--- src/rtl/red_pitaya_na_sweep_ctrl.sv ---
// Network-analyzer sweep sequencer: steps the IQ frequency, waits for each
// averaging series, and queues the four quadrature-sum words per point for the PS.
module red_pitaya_na_sweep_ctrl #(
   parameter int unsigned PTSZ         = 4,
   parameter logic [15:0] IQ_FREQ_ADDR = 16'h108,
   parameter logic [15:0] IQ_SUM_ADDR  = 16'h140
) (
   input  logic        clk_i,
   input  logic        rstn_i,
   input  logic [15:0] addr,
   input  logic        wen,
   input  logic        ren,
   input  logic [31:0] wdata,
   output logic        ack,
   output logic [31:0] rdata,
   output logic [15:0] m_addr,
   output logic        m_wen,
   output logic        m_ren,
   output logic [31:0] m_wdata,
   input  logic [31:0] m_rdata,
   input  logic        m_ack
);

   localparam int unsigned DEPTH = 2 ** PTSZ;
   localparam int unsigned CW    = PTSZ + 1;
   localparam int unsigned PW    = 128;

   typedef enum logic [2:0] {
      S_IDLE, S_WR_FREQ, S_POLL, S_RD1, S_RD2, S_RD3, S_PUSH
   } state_t;

   state_t          state;
   logic [31:0]     start_freq, step_freq, num_points, points_done, freq;
   logic [31:0]     word0, word1, word2, word3;
   logic [PW-1:0]   mem [DEPTH];
   logic [CW-1:0]   wr_ptr, rd_ptr;

   logic [CW-1:0]   count_c;
   logic [PW-1:0]   head_c;
   logic [31:0]     next_freq_c, rd_mux_c;
   logic            ctrl_wr_c, start_c, abort_c;
   logic            empty_c, full_c, busy_c, push_c, pop_c;

   assign ctrl_wr_c   = wen && (addr == 16'h000);
   assign start_c     = ctrl_wr_c && wdata[0];
   assign abort_c     = ctrl_wr_c && wdata[1];
   assign count_c     = wr_ptr - rd_ptr;
   assign empty_c     = (count_c == '0);
   assign full_c      = (count_c == CW'(DEPTH));
   assign busy_c      = (state != S_IDLE);
   assign push_c      = (state == S_PUSH) && !full_c && !abort_c;
   assign pop_c       = ren && (addr == 16'h02C) && !empty_c;
   assign head_c      = mem[rd_ptr[PTSZ-1:0]];
   assign next_freq_c = freq + step_freq;

   // Slave read mux; FIFO head words read as zero while empty
   always_comb begin
      rd_mux_c = '0;
      case (addr)
         16'h000: rd_mux_c = {28'b0, 1'b0, empty_c, full_c, busy_c};
         16'h004: rd_mux_c = start_freq;
         16'h008: rd_mux_c = step_freq;
         16'h00C: rd_mux_c = num_points;
         16'h010: rd_mux_c = points_done;
         16'h014: rd_mux_c = 32'(count_c);
         16'h020: rd_mux_c = empty_c ? '0 : head_c[31:0];
         16'h024: rd_mux_c = empty_c ? '0 : head_c[63:32];
         16'h028: rd_mux_c = empty_c ? '0 : head_c[95:64];
         16'h02C: rd_mux_c = empty_c ? '0 : head_c[127:96];
         default: rd_mux_c = '0;
      endcase
   end

   always_ff @(posedge clk_i) begin
      if (!rstn_i) begin
         ack        <= 1'b0;
         rdata      <= '0;
         start_freq <= '0;
         step_freq  <= '0;
         num_points <= '0;
      end else begin
         ack   <= wen || ren;
         rdata <= ren ? rd_mux_c : '0;
         if (wen) begin
            case (addr)
               16'h004: start_freq <= wdata;
               16'h008: step_freq  <= wdata;
               16'h00C: num_points <= wdata;
               default: ;
            endcase
         end
      end
   end

   always_ff @(posedge clk_i) begin
      if (push_c) mem[wr_ptr[PTSZ-1:0]] <= {word3, word2, word1, word0};
   end

   always_ff @(posedge clk_i) begin
      if (!rstn_i) begin
         wr_ptr <= '0;
         rd_ptr <= '0;
      end else begin
         if (push_c) wr_ptr <= wr_ptr + CW'(1);
         if (pop_c)  rd_ptr <= rd_ptr + CW'(1);
      end
   end

   // Sequencer: each request is launched on the edge that retires the previous one
   always_ff @(posedge clk_i) begin
      if (!rstn_i) begin
         state       <= S_IDLE;
         m_wen       <= 1'b0;
         m_ren       <= 1'b0;
         m_addr      <= '0;
         m_wdata     <= '0;
         freq        <= '0;
         points_done <= '0;
         word0       <= '0;
         word1       <= '0;
         word2       <= '0;
         word3       <= '0;
      end else begin
         m_wen <= 1'b0;
         m_ren <= 1'b0;
         if (abort_c) begin
            state <= S_IDLE;
         end else begin
            case (state)
               S_IDLE: begin
                  if (start_c && (num_points != '0)) begin
                     freq        <= start_freq;
                     points_done <= '0;
                     m_wen       <= 1'b1;
                     m_addr      <= IQ_FREQ_ADDR;
                     m_wdata     <= start_freq;
                     state       <= S_WR_FREQ;
                  end
               end
               S_WR_FREQ: begin
                  if (m_ack) begin
                     m_ren  <= 1'b1;
                     m_addr <= IQ_SUM_ADDR;
                     state  <= S_POLL;
                  end
               end
               S_POLL: begin
                  if (m_ack) begin
                     m_ren <= 1'b1;
                     if (!m_rdata[31]) begin
                        word0  <= m_rdata;
                        m_addr <= IQ_SUM_ADDR + 16'd4;
                        state  <= S_RD1;
                     end
                  end
               end
               S_RD1: begin
                  if (m_ack) begin
                     word1  <= m_rdata;
                     m_ren  <= 1'b1;
                     m_addr <= IQ_SUM_ADDR + 16'd8;
                     state  <= S_RD2;
                  end
               end
               S_RD2: begin
                  if (m_ack) begin
                     word2  <= m_rdata;
                     m_ren  <= 1'b1;
                     m_addr <= IQ_SUM_ADDR + 16'd12;
                     state  <= S_RD3;
                  end
               end
               S_RD3: begin
                  if (m_ack) begin
                     word3 <= m_rdata;
                     state <= S_PUSH;
                  end
               end
               S_PUSH: begin
                  if (!full_c) begin
                     points_done <= points_done + 32'd1;
                     freq        <= next_freq_c;
                     if ((points_done + 32'd1) == num_points) begin
                        state <= S_IDLE;
                     end else begin
                        m_wen   <= 1'b1;
                        m_addr  <= IQ_FREQ_ADDR;
                        m_wdata <= next_freq_c;
                        state   <= S_WR_FREQ;
                     end
                  end
               end
               default: state <= S_IDLE;
            endcase
         end
      end
   end

endmodule

--- config.mk ---
export PLATFORM = sky130hd
export DESIGN_NAME = red_pitaya_na_sweep_ctrl
export DESIGN_NICKNAME = d
export VERILOG_FILES = /design/src/rtl/red_pitaya_na_sweep_ctrl.sv
export SDC_FILE = /design/constraint.sdc
export NUM_CORES = 2
export LEC_CHECK = 0
export BUFFER_PORTS_ARGS = -buffer_cell sky130_fd_sc_hd__buf_4
export CAP_MARGIN = 10
export CORE_UTILIZATION = 60
export CTS_BUF_LIST = sky130_fd_sc_hd__clkbuf_4 sky130_fd_sc_hd__clkbuf_8 sky130_fd_sc_hd__clkbuf_16
export DETAILED_ROUTE_END_ITERATION = 10
export GPL_TIMING_DRIVEN = 0
export PLACE_DENSITY_LB_ADDON = 0.2
export SYNTH_ARGS = -nofsm -noshare
export SYNTH_HDL_FRONTEND = slang
export SYNTH_SLANG_ARGS = --single-unit
--- constraint.sdc ---
create_clock -name clk_i -period 37.8 [get_ports clk_i]
set_input_delay 5.67 -clock clk_i [delete_from_list [all_inputs] [get_ports clk_i]]
set_output_delay 5.67 -clock clk_i [all_outputs]
set_load 0.005 [all_outputs]
==> impl_metrics.json <==
{
  "synth.avg_cell_area_um2": 17.72,
  "worstHoldEndpoint": "m_addr[8]",
  "hold-path-cell-count": 2,
  "netlist_top_cells_area": "sky130_fd_sc_hd__edfxtp_1, sky130_fd_sc_hd__mux4_2, sky130_fd_sc_hd__dfxtp_1",
  "first_global_vias": 55100,
  "antenna_found_initial": 13,
  "start_util": 0.6061,
  "synth.lib_cells_used.distinct": 88,
  "place.port_buffers": 154,
  "synth.top_cell.area_share": 0.6430,
  "grt_pass1_wl_um": 424300,
  "cap_viol_max_count": 1,
  "dieWidth_um": 399.7,
  "worstPathMaxFanout": 10,
  "timing.hold.worst.class": "flip-flop to flip-flop",
  "cts.hold.buffers_added": 0,
  "p_leak_nw": 37.81,
  "worstHoldStart": "m_addr[8]",
  "cts_max_path_buffers": 3,
  "die_height_um": 399.7,
  "maxSlewViolCount": 4,
  "worstMarginPinSlew_ns": 1.687,
  "yosys.area_share.simple": 0.04774,
  "num_rows": 145,
  "timing.final.crit_period_ns": 11.20,
  "drc": 0,
  "hold_viol": 0,
  "setup_total_negative_slack_ns": 0,
  "ctsResizeCount": 0,
  "cts_buffers": 228,
  "synth_area_leader_cell": "sky130_fd_sc_hd__edfxtp_1",
  "pwr_per_cell_area_nw_per_um2": 48.09,
  "first_pass_iters": 6,
  "mostFrequentLayoutCells": "sky130_fd_sc_hd__edfxtp_1, sky130_fd_sc_hd__mux4_2, sky130_fd_sc_hd__nand2_1",
  "core_area_um2": 156600,
  "hold_ws_ns": 0.4507,
  "hpwl_dp_um": 211300,
  "violations": "max-capacitance violations, max-slew violations",
  "ys.warnings.count": 0,
  "overall_track_demand_over_capacity_in_global_routing": 0.3900,
  "startpoint_type": "primary input",
  "synth_top_family_by_area": "multiplexers",
  "route.vias.total": 57410,
  "worst_skew_pair.late_latency_ns": 0.89,
  "timing.slew.headroom": -0.1248,
  "drtAntennaViolNets": 0,
  "timing.setup.critical_path_class": "primary input to flip-flop",
  "global_route.overflow_total": 0,
  "floorplan.die_area_um2": 159800,
  "avgRoutedWirePerCell_um": 37.72,
  "synth_compound_gate_area_share": 0.05310,
  "synth.yosys.seq_area_share": 0.7221,
  "worstRegToRegCells": 11,
  "nFillCells": 9550,
  "report.final.setup_viol": 0,
  "min_period_over_period": 0.2964,
  "run_status": "finished, violations left",
  "cts.repair_timing.setup_buffer_count": 0,
  "synthCells": 5355,
  "drive_gt1_frac": 0.2410,
  "mappedNetlistArea_um2": 94900,
  "reg2reg_setup_slack_ns": 31.25,
  "drtIter0Drc": 9455,
  "clock-skew-final_ns": 0.05803,
  "average_vias_per_placed_instance": 7.011,
  "timing.critical_path.arrival_ns": 11.88,
  "clk_pin_slew_ns": 0.06,
  "tritoncts": "built",
  "synthArstFlopShare": 0,
  "final_area_um2": 109600,
  "mostFrequentLayoutCell": "sky130_fd_sc_hd__edfxtp_1",
  "mux_contribution_to_synthesized_area": 0.1470,
  "cp.required_ns": 38.47,
  "post_dp_cell_area_um2": 101500,
  "synth-main-ff-cell": "sky130_fd_sc_hd__edfxtp_1",
  "placer_congestion": 1.020,
  "synth-xor-area-share": 0.006830,
  "yosys_register_bits": 2407,
  "cts-root-buf": "sky130_fd_sc_hd__clkbuf_16",
  "grt_setup_unrepaired": "false",
  "number_of_enable_type_register_cells_in_the_synthesized_netlist": 2032,
  "worst_r2r_endpoint": "rdata[25]",
  "achievable-frequency_mhz": 89.25,
  "cp-end-kind": "flip-flop",
  "pin_count": 168,
  "route.final.wire_length_um": 308900,
  "flow.area_growth_from_synthesis_pct": 15.49,
  "num-nets-final": 6051,
  "worst_ir_drop_vdd_mv": 0.05018,
  "grt_start_max_net_pins": 24,
  "num_clock_sinks": 2407,
  "synth_adder_area_share": 0.005828,
  "number_of_levels_in_the_clock_h_tree": 4
}
==> worst max path at each step <==
stage	from	to	slack, ns	cells past startpoint
2_1_floorplan	addr[6]	mem[2][0]	21.56	8
3_3_place_gp	addr[6]	mem[2][29]	8.60	9
3_5_place_dp	addr[13]	rdata[22]	26.43	10
4_1_cts	addr[13]	rdata[22]	27.22	10
5_1_grt	addr[13]	rdata[22]	26.81	10
6_report	addr[13]	rdata[22]	26.60	10
==> critical path, stage by stage <==
cell and delay, ns:
sky130_fd_sc_hd__buf_4 0.11, sky130_fd_sc_hd__nor4_1 0.38, sky130_fd_sc_hd__nand3_1 0.19, sky130_fd_sc_hd__nor3b_1 0.81, sky130_fd_sc_hd__nand4_1 1.15, sky130_fd_sc_hd__inv_1 0.98
sky130_fd_sc_hd__clkbuf_1 0.66, sky130_fd_sc_hd__a22o_1 0.62, sky130_fd_sc_hd__o21ai_0 0.55, sky130_fd_sc_hd__a31oi_1 0.74
==> per-stage QoR <==
stage	setup slack [ns]	total power, mW	std cells	utilization
floorplan	21.56	2.899	5366	-
global placement	8.597	2.924	7578	0.6302
detailed placement	26.43	2.924	7744	0.6485
CTS	27.22	5.269	8171	0.6992
global route	26.81	5.367	8178	0.6998
finish	26.60	5.270	8188	0.7000
==> final cells by class <==
cell class | count | area (um^2) | area share
Sequential cell | 2407 | 68530 | 0.6252
Multi-Input combinational cell | 2565 | 24890 | 0.2271
Clock buffer | 316 | 6550 | 0.05976
Timing Repair Buffer | 327 | 3983 | 0.03634
Tap cell | 2058 | 2575 | 0.02349
Buffer | 348 | 1478 | 0.01348
Clock inverter | 111 | 1400 | 0.01277
Inverter | 46 | 172.7 | 0.001575
Antenna cell | 10 | 25.02 | 0.0002283
==> flip-flops by register name (all words and copies together) (netlist names), named ones only <==
signal,cells
m_wen,1
freq,32
ack,1
points_done,32
rdata,32
rd_ptr,5
word3,32
word1,32
step_freq,32
state,3
num_points,32
wr_ptr,5
m_addr,4
start_freq,32
m_ren,1
m_wdata,32
mem,2032
word2,32
word0,31
==> logic make-up (layout without fill, tap and decap cells) <==
logic type,Yosys count,after routing
flops,2407,2407
simple gates,999,999
compound gates,794,794
mux,643,643
buf+inv,394,1148
xor+xnor,74,74
fa+ha+maj,43,43
other cells,1,22
==> power breakdown <==
part | internal (mW) | total (mW) | leakage [nW] | switching, mW
Combinational | 0.00829 | 0.0347 | 9.15 | 0.0264
Clock | 1.39 | 2.40 | 3.95 | 1.01
Sequential | 2.83 | 2.83 | 24.7 | 0.0000200
Total | 4.23 | 5.27 | 37.8 | 1.04
==> metal layers <==
layer | share of wire | vias to the layer above | GRT usage
li1 | - | 22560 | -
met1 | 0.34 | 29190 | 0.5124
met2 | 0.45 | 4749 | 0.5877
met3 | 0.15 | 898 | 0.1347
met4 | 0.057 | 20 | 0.1851
met5 | 0.0010 | - | 0.008777
==> Yosys cell counts (all sizes together) (6+ instances only) <==
| master | instances |
|---|---|
| inv | 44 |
| and3 | 17 |
| nand4b | 6 |
| a21o | 15 |
| dfxtp | 375 |
| o221a | 13 |
| xnor2 | 47 |
| nor2b | 46 |
| nand2b | 12 |
| mux4 | 600 |
| or2 | 9 |
| o211ai | 18 |
| o21a | 7 |
| nor4 | 22 |
| nand3 | 29 |
| a22oi | 63 |
| a31oi | 48 |
| mux2i | 39 |
| and2 | 22 |
| nand3b | 9 |
| ha | 41 |
| buf | 116 |
| clkbuf | 232 |
| a21oi | 339 |
| o2bb2ai | 21 |
| nand4 | 30 |
| o211a | 6 |
| nor2 | 137 |
| a311oi | 6 |
| edfxtp | 2032 |
| o41ai | 7 |
| or3 | 20 |
| a211oi | 77 |
| and4 | 11 |
| xor2 | 27 |
| o31ai | 8 |
| or4 | 10 |
| o21ai | 100 |
| a22o | 19 |
| nand2 | 578 |
| nor3 | 35 |
No activity file was read; power rests on OpenSTA's default activity.
